**config.mk**
```make
export PLATFORM = sky130hd
export DESIGN_NAME = fir_pair_serializer_flat
export DESIGN_NICKNAME = d
export VERILOG_FILES = /design/src/rtl/fir_pair_serializer_if.sv /design/src/rtl/fir_pair_serializer.sv /design/src/flat_wrapper.sv
export SDC_FILE = /design/constraint.sdc
export NUM_CORES = 1
export LEC_CHECK = 0
export ABC_AREA = 1
export BUFFER_PORTS_ARGS = -buffer_cell sky130_fd_sc_hd__buf_2
export CELL_PAD_IN_SITES_DETAIL_PLACEMENT = 0
export CELL_PAD_IN_SITES_GLOBAL_PLACEMENT = 1
export CORE_MARGIN = 10
export CORE_UTILIZATION = 40
export CTS_BUF_LIST = sky130_fd_sc_hd__clkbuf_4 sky130_fd_sc_hd__clkbuf_8
export CTS_CLUSTER_DIAMETER = 60
export DETAILED_ROUTE_END_ITERATION = 8
export PLACE_DENSITY = 0.83
export SYNTH_ARGS = -nofsm -noshare
export SYNTH_HDL_FRONTEND = slang
export SYNTH_SLANG_ARGS = --single-unit
```
**constraint.sdc**
```tcl
create_clock -name clk -period 2.2 [get_ports clk]
set_input_delay 0.33 -clock clk [delete_from_list [all_inputs] [get_ports clk]]
set_output_delay 0.33 -clock clk [all_outputs]
set_load 0.01 [all_outputs]
```
**src/rtl/fir_pair_serializer_if.sv**
```systemverilog
// Handshake bundle for fir_pair_serializer: pair input stream, serial sample output stream, FIFO level.
// The sat_count signal exists only when SAT_COUNT_EN is defined.
interface fir_pair_serializer_if #(
  parameter int IN_W  = 20,
  parameter int OUT_W = 8,
  parameter int DEPTH = 4
);
  localparam int LW = $clog2(DEPTH) + 1;

  logic             in_valid;
  logic             in_ready;
  logic [IN_W-1:0]  in_data1;
  logic [IN_W-1:0]  in_data2;
  logic             out_valid;
  logic             out_ready;
  logic [OUT_W-1:0] out_data;
  logic [LW-1:0]    fifo_level;

`ifdef SAT_COUNT_EN
  logic [15:0]      sat_count;

  modport slave (
    input  in_valid, in_data1, in_data2, out_ready,
    output in_ready, out_valid, out_data, fifo_level, sat_count
  );
  modport master (
    output in_valid, in_data1, in_data2, out_ready,
    input  in_ready, out_valid, out_data, fifo_level, sat_count
  );
`else
  modport slave (
    input  in_valid, in_data1, in_data2, out_ready,
    output in_ready, out_valid, out_data, fifo_level
  );
  modport master (
    output in_valid, in_data1, in_data2, out_ready,
    input  in_ready, out_valid, out_data, fifo_level
  );
`endif
endinterface

```
**src/rtl/fir_pair_serializer.sv**
```systemverilog
// Buffers FIR result pairs in a FIFO, rounds/saturates each sample and streams them out in time order.
// Optional SAT_COUNT_EN adds a saturating 16-bit count of clipped samples.
module fir_pair_serializer #(
  parameter int IN_W  = 20,
  parameter int OUT_W = 8,
  parameter int SHIFT = 12,
  parameter int DEPTH = 4
) (
  input  logic             clk,
  input  logic             rst,
  fir_pair_serializer_if.slave io
);
  localparam int PW = $clog2(DEPTH);
  localparam int LW = PW + 1;
  localparam logic [IN_W:0] RND = (IN_W+1)'(1) << (SHIFT-1);

  typedef enum logic [1:0] {IDLE, FIRST, SECOND} state_e;

  // One extra bit of headroom keeps the rounding add from wrapping.
  function automatic logic [IN_W:0] rnd_shift(input logic [IN_W-1:0] x);
    return ({1'b0, x} + RND) >> SHIFT;
  endfunction

  function automatic logic is_sat(input logic [IN_W-1:0] x);
    return (rnd_shift(x) >> OUT_W) != '0;
  endfunction

  function automatic logic [OUT_W-1:0] conv(input logic [IN_W-1:0] x);
    logic [IN_W:0] r;
    r = rnd_shift(x);
    return is_sat(x) ? {OUT_W{1'b1}} : r[OUT_W-1:0];
  endfunction

  state_e              state_q, state_d;
  logic [2*IN_W-1:0]   mem_q [DEPTH];
  logic [PW-1:0]       wr_ptr_q, rd_ptr_q;
  logic [LW-1:0]       level_q, level_d;
  logic [OUT_W-1:0]    out_q, out_d, hold_q, hold_d;
  logic [IN_W-1:0]     head1, head2;
  logic                push, pop, fifo_empty;

  assign io.in_ready   = !rst && (level_q != LW'(DEPTH));
  assign push          = io.in_valid && io.in_ready;
  assign fifo_empty    = (level_q == '0);
  assign head1         = mem_q[rd_ptr_q][2*IN_W-1:IN_W];
  assign head2         = mem_q[rd_ptr_q][IN_W-1:0];
  assign io.out_valid  = (state_q != IDLE);
  assign io.out_data   = out_q;
  assign io.fifo_level = level_q;

  always_comb begin
    state_d = state_q;
    out_d   = out_q;
    hold_d  = hold_q;
    pop     = 1'b0;
    unique case (state_q)
      IDLE: begin
        if (!fifo_empty) begin
          pop     = 1'b1;
          state_d = FIRST;
        end
      end
      FIRST: begin
        if (io.out_ready) begin
          out_d   = hold_q;
          state_d = SECOND;
        end
      end
      SECOND: begin
        // Reload straight from the FIFO so a back-to-back pair has no bubble.
        if (io.out_ready) begin
          if (!fifo_empty) begin
            pop     = 1'b1;
            state_d = FIRST;
          end else begin
            state_d = IDLE;
          end
        end
      end
      default: state_d = IDLE;
    endcase
    if (pop) begin
      out_d  = conv(head1);
      hold_d = conv(head2);
    end
    level_d = level_q + LW'(push) - LW'(pop);
  end

  always_ff @(posedge clk) begin
    if (rst) begin
      state_q  <= IDLE;
      out_q    <= '0;
      hold_q   <= '0;
      wr_ptr_q <= '0;
      rd_ptr_q <= '0;
      level_q  <= '0;
    end else begin
      state_q  <= state_d;
      out_q    <= out_d;
      hold_q   <= hold_d;
      level_q  <= level_d;
      if (push) wr_ptr_q <= wr_ptr_q + PW'(1);
      if (pop)  rd_ptr_q <= rd_ptr_q + PW'(1);
    end
  end

  // Storage needs no reset: the level/pointers define which entries are live.
  always_ff @(posedge clk) begin
    if (push) mem_q[wr_ptr_q] <= {io.in_data1, io.in_data2};
  end

`ifdef SAT_COUNT_EN
  logic [15:0] sat_count_q, sat_count_d;
  logic [16:0] sat_sum;

  assign sat_sum     = {1'b0, sat_count_q} + 17'(is_sat(head1)) + 17'(is_sat(head2));
  assign sat_count_d = sat_sum[16] ? 16'hFFFF : sat_sum[15:0];
  assign io.sat_count = sat_count_q;

  always_ff @(posedge clk) begin
    if (rst)      sat_count_q <= '0;
    else if (pop) sat_count_q <= sat_count_d;
  end
`endif
endmodule

```
**src/flat_wrapper.sv**
```systemverilog
// flat-port wrapper written by rule: the top's interface ports become plain ports
module fir_pair_serializer_flat 
#(
  parameter int IN_W  = 20,
  parameter int OUT_W = 8,
  parameter int SHIFT = 12,
  parameter int DEPTH = 4
)
  (clk, rst, io_in_valid, io_in_data1, io_in_data2, io_out_ready, io_in_ready, io_out_valid, io_out_data, io_fifo_level);
  fir_pair_serializer_if #(.IN_W(IN_W), .OUT_W(OUT_W), .DEPTH(DEPTH)) io_i ();
  input  logic clk;
  input  logic rst;
  input wire logic [$bits(io_i.in_valid)-1:0] io_in_valid;
  input wire logic [$bits(io_i.in_data1)-1:0] io_in_data1;
  input wire logic [$bits(io_i.in_data2)-1:0] io_in_data2;
  input wire logic [$bits(io_i.out_ready)-1:0] io_out_ready;
  output wire logic [$bits(io_i.in_ready)-1:0] io_in_ready;
  output wire logic [$bits(io_i.out_valid)-1:0] io_out_valid;
  output wire logic [$bits(io_i.out_data)-1:0] io_out_data;
  output wire logic [$bits(io_i.fifo_level)-1:0] io_fifo_level;
  assign io_i.in_valid = io_in_valid;
  assign io_i.in_data1 = io_in_data1;
  assign io_i.in_data2 = io_in_data2;
  assign io_i.out_ready = io_out_ready;
  assign io_in_ready = io_i.in_ready;
  assign io_out_valid = io_i.out_valid;
  assign io_out_data = io_i.out_data;
  assign io_fifo_level = io_i.fifo_level;
  fir_pair_serializer #(.IN_W(IN_W), .OUT_W(OUT_W), .SHIFT(SHIFT), .DEPTH(DEPTH)) u_core (.clk(clk), .rst(rst), .io(io_i));
endmodule
```
# Word-level counts from Yosys, hierarchy flattened
# Memory sizes are Yosys's and may differ from the RTL's. A register that Yosys moved wholly into a read port is not among the register bits.
# Cells that the tools add are included.
[classes]
addsub = 6
n_eq_ne = 6
n_mux = 17
n_reduce_logical = 10
[ops]
columns = ["op", "count"]
rows = [
  ["$add A20 B12 Y21 const B", 2],
  ["$mux W8", 5],
  ["$mux W2", 5],
  ["$ne A2 B2 Y1 const B", 3],
  ["$pmux W2 S3", 1],
  ["$reduce_bool A2 Y1", 3],
  ["$mux W1", 5],
  ["$add A2 B1 Y2 const B", 2],
  ["$add A3 B1 Y3", 1],
  ["$logic_not A3 Y1", 1],
  ["$ne A3 B3 Y1 const B", 1],
  ["$reduce_and A3 Y1", 1],
  ["$sub A3 B1 Y3", 1],
  ["$eq A2 B1 Y1 const B", 1],
  ["$eq A2 B2 Y1 const B", 1],
  ["$logic_and A1 B1 Y1", 2],
  ["$logic_not A2 Y1", 1],
  ["$pmux W1 S2", 1],
  ["$reduce_and A2 Y1", 1],
  ["$logic_not A1 Y1", 1],
]
[totals]
reg_bits = 25
ramBits = 160
output_inout_bits = 13
elab_cells = 46
mem_count = 1
[mem_list]
columns = ["name", "words", "word_bits", "rd", "rd_ports_with_merged_regs", "wr", "line_no", "rtl"]
rows = [
  ["u_core.mem_q", 4, 40, 1, 1, 1, "fir_pair_serializer.sv:35", "logic [2*IN_W-1:0] mem_q [DEPTH];"],
]

# Longest topological paths before layout
# Gate-level depths: netlist (run 1).
[logic_depth]
word_depth = 6
depth_mapped = 15
depth_no_buf = 13

# Least setup slack after synthesis (run 1)
# Ideal clock, no wire load.
[synth_timing]
path_type = "input-to-reg"
startpoint = "input rst"
endpoint = "memory u_core.mem_q[0][11] (netlist name), enable pin"
setup_ps = 393
arrival_time_ps = 1831
path_slack_ps = -24
path_stages = 4
path_buffers = 1
cell_sequence = "clkbuf_1 -> a31oi_1 -> nand2_1 -> nor2_1"
[synth_between]
elab_chain_cells = 5
[synth_lines]
columns = ["item", "line_no", "rtl"]
rows = [
  ["start, declared", "flat_wrapper.sv:12", "input logic rst;"],
  ["$logic_not A1 Y1", "fir_pair_serializer.sv:42", "assign io.in_ready = !rst && (level_q != LW'(DEPTH));"],
  ["$logic_and A1 B1 Y1", "fir_pair_serializer.sv:42", ""],
  ["named net io_in_ready", "flat_wrapper.sv:17", "output wire logic [$bits(io_i.in_ready)-1:0] io_in_ready;"],
  ["$logic_and A1 B1 Y1", "fir_pair_serializer.sv:43", "assign push = io.in_valid && io.in_ready;"],
  ["$mux W1", "fir_pair_serializer.sv:109", "if (push) mem_q[wr_ptr_q] <= {io.in_data1, io.in_data2};"],
  ["$mux W1 (implied by the code)", "fir_pair_serializer.sv:109", ""],
  ["end, declared", "fir_pair_serializer.sv:35", ""],
]
# The timed path passes the listed nets, and every way through them passes these cells.

==> reports/qor.txt, run 1 <==
status: finished, final reports clean
I/O Buffers: 34
Syn Area/Cell: 9.21 µm²
Post-Synth Adder-Cell Area: 2.54%
GRT Total Usage: 12.0%
depth of the worst register-to-register path: 11
crit end category: flip-flop
Static Leak: 2.20 nW
max_cap viols: 0
largest net degree at the start of global routing: 26
DRC viols: 0
Worst-path clk slew: 0.11 ns
Vias/cell: 4.78
maximum clock frequency: 0.492 GHz
maximum clock path buffer count: 2
Synth Flop Type: edfxtp_1
global-route wire length before repair: 16000 µm
YS warnings: 0
Mapped Area: 4730 µm²
First-pass DRT Iterations: 4
peak supply drop: 0.553 mV
CTS tree: built
CTS Root Cell: clkbuf_8
Final min period: 2.03 ns
via count: 3352
area grow syn2layout: 10.9%
Cell Rows: 39
Pins Over Slew Limit: 0
final antenna-violating net count: 0
synth unique cells: 33
Die Area: 16600 µm²
gpl congestion: 0.880
antenna cell count: 0
vias in the first global route: 3328
Tcrit/Tclk final: 92.3%
dpl ws: 0.195 ns
Rel. slew slack: 74.1%
Syn Nets: 567
H-tree lvl count: 3
complex-gate fraction of the synthesized area: 5.89%
setup violators final: 0
share of cells above drive strength 1: 18.8%
startpoint types: flip-flop
initial antenna violation count: 0
Hold Path Cell Cnt: 1
critical path class: reg2reg
Post-synth ARST share: 0%
CP required: 2.45 ns
hold_ws: 0.158 ns
fin nets: 606
main area contributors after synthesis: edfxtp_1 46%, nand2_1 13%, dfxtp_1 11%
RSZ-0062 raised after global routing: false
wire per inst: 13.7 µm
CTS buffer count: 9
Setup WS post-layout: 0.169 ns
worst slew pin tran: 0.388 ns
clk sinks: 99
number of synthesized flops with an enable pin: 72
sequential share of the synthesized area: 57.1%
simple-gate portion of the synthesized area: 26.5%
largest fanout on the critical path: 21
DRT iter0 DRCs: 152
final hold vios: 0
multiplexer area fraction after synthesis: 0%
largest area contributor in the synthesized netlist: edfxtp_1
gr ovfl total: 0
Data arrival, critical path: 2.28 ns
Die X: 129 µm
Mapped Cells: 514
synthesized flop and latch total: 99
combinational family with the most area after synthesis: simple AND/OR/NAND/NOR gates
Core Area: 11500 µm²
Power Density: 1230 nW/µm²
HP Class: in2reg
Power, Total: 6.45 mW
HPWL Detailed: 6680 µm
min-delay src: io_in_data1[12]
TNS Setup: 0 ns
starting density of the core: 41.1%
top cell type's share of synthesized area: 45.7%
clk_skew: 0.0187 ns
CTS Hold Buffers Added: 0
Post-Synth XOR/XNOR Area: 0.555%
I/O pins: 57
total routed wirelength: 9580 µm
height of the die: 129 µm
clk_lat worst skew: 0.38 ns
[state kept, by name (all words and copies together), names as in the netlist, named ones only]
name,cells
u_core.io.out_data,8
u_core.wr_ptr_q,2
u_core.rd_ptr_q,2
u_core.state_q,2
u_core.mem_q,72
u_core.hold_q,8
u_core.io.fifo_level,3
[per-layer routing]
metal / track usage (%) / wire (µm) / share of wire, % / vias to the layer above
met5: 0 / 0 / 0 / -
met4: 3.41 / 69 / 0.72 / 0
met3: 3.45 / 503 / 5.3 / 4
met2: 19.5 / 4340 / 45 / 53
met1: 15.3 / 4670 / 49 / 1537
li1: - / - / - / 1758
[cell type report]
cell class	count	area (µm²)
inverter	50	198
multi-input combinational	347	1680
fill	1113	6270
clock buffer	9	124
clock inverter	7	90.1
tap	143	179
timing repair buffer	46	273
sequential	99	2700
[cell usage in the layout (no fill, tap or decap), types with 2 or more instances in the layout]
master	synthesis	routed
ha_1	8	8
inv_8	1	4
clkbuf_8	0	9
nor3_1	2	2
nand3_1	52	52
dfxtp_1	27	27
inv_2	3	3
nand2_1	163	163
a21oi_1	22	22
nor2_2	6	7
o21ai_1	9	9
edfxtp_1	72	72
nand2_2	19	19
a21oi_2	2	2
buf_2	3	34
nand3_2	6	6
nor2_1	28	27
o21ai_0	20	20
inv_6	0	2
xor2_1	2	2
buf_4	4	11
inv_1	45	45
[per-stage QoR]
step | utilization [%] | cell area (µm²) | cells
after floorplan | - | 4730 | 514
after global placement | 43.7 | 5030 | 685
after detailed placement | 43.7 | 5030 | 685
after CTS | 45.6 | 5250 | 701
after global routing | 45.6 | 5250 | 701
final | 45.6 | 5250 | 701
[cells by family (layout without fill, tap and decap cells)]
family | count (synthesis) | count (layout)
buf+inv | 68 | 112
simple gates | 281 | 281
fa+ha+maj | 9 | 9
compound gates | 54 | 54
xor+xnor | 3 | 3
flops | 99 | 99
[report_power, final]
group	internal (mW)	switching, mW	leakage (nW)
registers	2.24	0.122	0.876
clock network	0.560	0.688	0.110
logic	0.934	1.91	1.22
total	3.73	2.72	2.20
[worst paths after layout]
kind                              end  slack, ns
hold reg to reg      u_core.hold_q[6]       0.47
hold / removal    u_core.mem_q[3][32]       0.16
setup / recovery     u_core.hold_q[7]       0.17
setup reg to reg     u_core.hold_q[7]       0.17
[critical path, stage by stage (launching register included)]
cell and delay [ns]:
dfxtp_1 0.53, buf_4 0.35, nand2_1 0.10, nand2_2 0.09, ha_1 0.23, nand2_1 0.09
nor2_1 0.15, nand2_1 0.09, nor2_1 0.09, nand2_1 0.05, nand3_1 0.07, a21oi_1 0.06
[what timing repair did]
item	CTS	global route
gates resized for setup	0	1
setup buffers	0	0
setup endpoints to repair	0	2
[synthesized netlist by cell type (all sizes together) (2+ instances only)]
cell type,n
nand2,182
edfxtp,72
nand3,59
inv,50
nor2,35
o21ai,29
dfxtp,27
a21oi,24
buf,16
ha,8
nor3,3
clkbuf,2
xor2,2
(Power assumes the default switching activity.)
==> run 2: changes to the inputs <==
==> constraint.sdc (replaced) <==
create_clock -name clk -period 2.2 [get_ports clk]
set_input_delay 0.66 -clock clk [delete_from_list [all_inputs] [get_ports clk]]
set_output_delay 0.66 -clock clk [all_outputs]
set_load 0.01 [all_outputs]
==> run 2 against run 1 <==
Compared with the run above: routed wire length decreased by 0.75%; sequential share of layout area down 0.80 points; utilization rose by 0.72 points; global-route usage rose by 0.25 points; worst hold slack improved by 0.31 ns; first-iteration DRC count is 41% higher; power decreased by 1.1%; highest routed layer is now met5.
==> reports/qor.txt, run 2 (synthesized netlist as in run 1, its figures left out) <==
Tcrit/Tclk final: 92.0% (-0.31 points)
global-route wire length before repair: 15900 µm (-0.43%)
Static Leak: 2.21 nW (about the same)
I/O pins: 57 (unchanged)
RSZ-0062 raised after global routing: false
Most flops, register: u_core.mem_q
Die Area: 16600 µm² (unchanged)
status: finished, final reports clean
Power Density: 1200 nW/µm² (-2.7%)
HP Class: reg2reg
vias in the first global route: 3316 (-0.36%)
CTS tree: built
maximum clock path buffer count: 2 (unchanged)
area grow syn2layout: 12.6%
share of cells above drive strength 1: 20.2% (+1.4 points)
critical path class: reg2reg
peak supply drop: 0.627 mV (+13%)
setup violators final: 0 (unchanged)
CP max stage cell: dfxtp_1
fin nets: 607 (+0.17%)
r2r setup slk: 0.18 ns (about the same)
Worst path max stage delay: 0.56 ns (+0.03 ns)
final hold vios: 0 (unchanged)
clk_skew: 0.00757 ns (-0.0111 ns)
H-tree lvl count: 3 (unchanged)
hold endpoint: u_core.hold_q[7]
largest fanout on the critical path: 20 (-4.8%)
Rel. slew slack: 74.2% (+0.17 points)
commonest non-fill, non-tap cell in the layout: nand2_1
CP required: 2.47 ns (+0.02 ns)
depth of the worst register-to-register path: 11 (unchanged)
DRT iter0 DRCs: 214 (+41%)
starting density of the core: 41.1% (unchanged)
I/O Buffers: 34 (unchanged)
dpl ws: -0.0309 ns (-0.226 ns)
Fillers: 1100 (-1.2%)
sequential cell area: 2700 µm² (unchanged)
multi-input logic area: 1710 µm² (+1.9%)
clk sinks: 99 (unchanged)
worst slew pin tran: 0.386 ns (-0.00159 ns)
gr ovfl total: 0 (unchanged)
min-delay src: u_core.hold_q[7]
worst path cell trace: buf_4 -> nand2_1 -> nand2_2 -> ha_1 -> nand2_1 -> nor2_1 -> nand2_1 -> nor2_1 -> nand2_1 -> nand3_1 -> a21oi_1
Data arrival, critical path: 2.29 ns (about the same)
GRT Total Usage: 12.3% (+0.25 points)
gpl congestion: 0.816 (-7.3%)
CP top delay family: simple AND/OR/NAND/NOR gates
largest net degree at the start of global routing: 24 (-7.7%)
via count: 3397 (+1.3%)
most frequent cells in the layout: 162 x nand2_1, 72 x edfxtp_1, 52 x nand3_1
Hold Path Cell Cnt: 2 (+1)
Pins Over Slew Limit: 0 (unchanged)
Buf/Inv on CP: 1 (unchanged)
number of flip-flops under the largest register name: 72 (unchanged)
Worst-path clk slew: 0.09 ns (-0.02 ns)
post-route cell area: 5330 µm² (+1.6%)
clk_lat worst skew: 0.37 ns (about the same)
startpoint types: flip-flop
CTS Root Cell: clkbuf_8
initial antenna violation count: 1 (+1)
Setup WS post-layout: 0.176 ns (+0.00682 ns)
wire per inst: 13.5 µm (-0.89%)
hold_ws: 0.466 ns (+0.309 ns)
First-pass DRT Iterations: 4 (unchanged)
post-CTS sizing: 0 (unchanged)
Cell Rows: 39 (unchanged)
CTS Hold Buffers Added: 0 (unchanged)
antenna cell count: 0 (unchanged)
Core Area: 11500 µm² (unchanged)
dpl cell area: 5140 µm² (+2.1%)
crit end category: flip-flop
final antenna-violating net count: 0 (unchanged)
maximum clock frequency: 0.494 GHz (+0.34%)
Vias/cell: 4.84 (+1.2%)
Worst R2R End: u_core.hold_q[7]
DRC viols: 0 (unchanged)
Post-CTS Setup Bufs: 0 (unchanged)
most frequent CP cell: nand2_1
height of the die: 129 µm (unchanged)
HPWL Detailed: 6880 µm (+3.0%)
total routed wirelength: 9500 µm (-0.75%)
Die X: 129 µm (unchanged)
max_cap viols: 0 (unchanged)
CTS buffer count: 9 (unchanged)
Final min period: 2.02 ns (-0.00682 ns)
-- run 2: cell types whose count changed in the layout (fill, tap and decap cells not counted), sizes merged --
cell	before	now
bufinv	1	0
buf	46	47
clkinv	1	2
clkinvlp	0	2
inv	55	53
-- run 2: how the worst max path moves through the flow --
stage                       startpoint                 endpoint  cells past startpoint
2_1_floorplan                      rst      u_core.mem_q[0][11]                      4
3_3_place_gp              io_out_ready  u_core.io.fifo_level[2]                      9
3_5_place_dp              io_out_ready  u_core.io.fifo_level[2]                      9
4_1_cts        u_core.io.fifo_level[1]  u_core.io.fifo_level[2]                      8
5_1_grt                      flip-flop    u_core.io.out_data[7]                     13
6_report                     flip-flop         u_core.hold_q[7]                     11
-- run 2: routing by layer --
layer / global-route usage (%) / vias to the layer above / wire length, µm / part of all wire (%)
li1: - / 1764 / - / -
met1: 15.0 / 1553 / 4370 / 46
met2: 19.5 / 69 / 4360 / 46
met3: 4.80 / 9 / 685 / 7.2
met4: 4.01 / 2 / 79 / 0.83
met5: 0 / - / 10 / 0.11
-- run 2: final cells by class --
class,count,share of cell area (%)
clock inverter,7,1.34
sequential,99,50.7
multi-input combinational,347,32.2
timing repair buffer,47,6.43
inverter,50,3.71
clock buffer,9,2.32
tap,143,3.36
-- run 2: power by group --
| part | switching, mW | total [mW] | internal [mW] |
|---|---|---|---|
| registers | 0.134 | 2.37 | 2.24 |
| logic | 1.91 | 2.90 | 0.991 |
| clock network | 0.667 | 1.11 | 0.441 |
| total | 2.71 | 6.38 | 3.67 |
-- run 2: worst register-to-register path: cells and delay by family (launching register included) --
kind	cells	cell delay (ns)
buffers and inverters	1	0.34
adder cells (fa/ha/maj)	1	0.22
flip-flops	1	0.56
AND/OR/NAND/NOR	8	0.74
AO/OA/AOI/OAI	1	0.06
-- run 2: metrics by stage --
step	cells	setup TNS (ns)	utilization, %	power [mW]
finish	702	0	46.3	6.38
detailed placement	686	-0.0309	44.6	5.33
global route	702	0	46.3	6.99
CTS	702	0	46.3	6.46
floorplan	514	-1.68	-	4.71
global placement	686	-0.0120	44.6	5.28
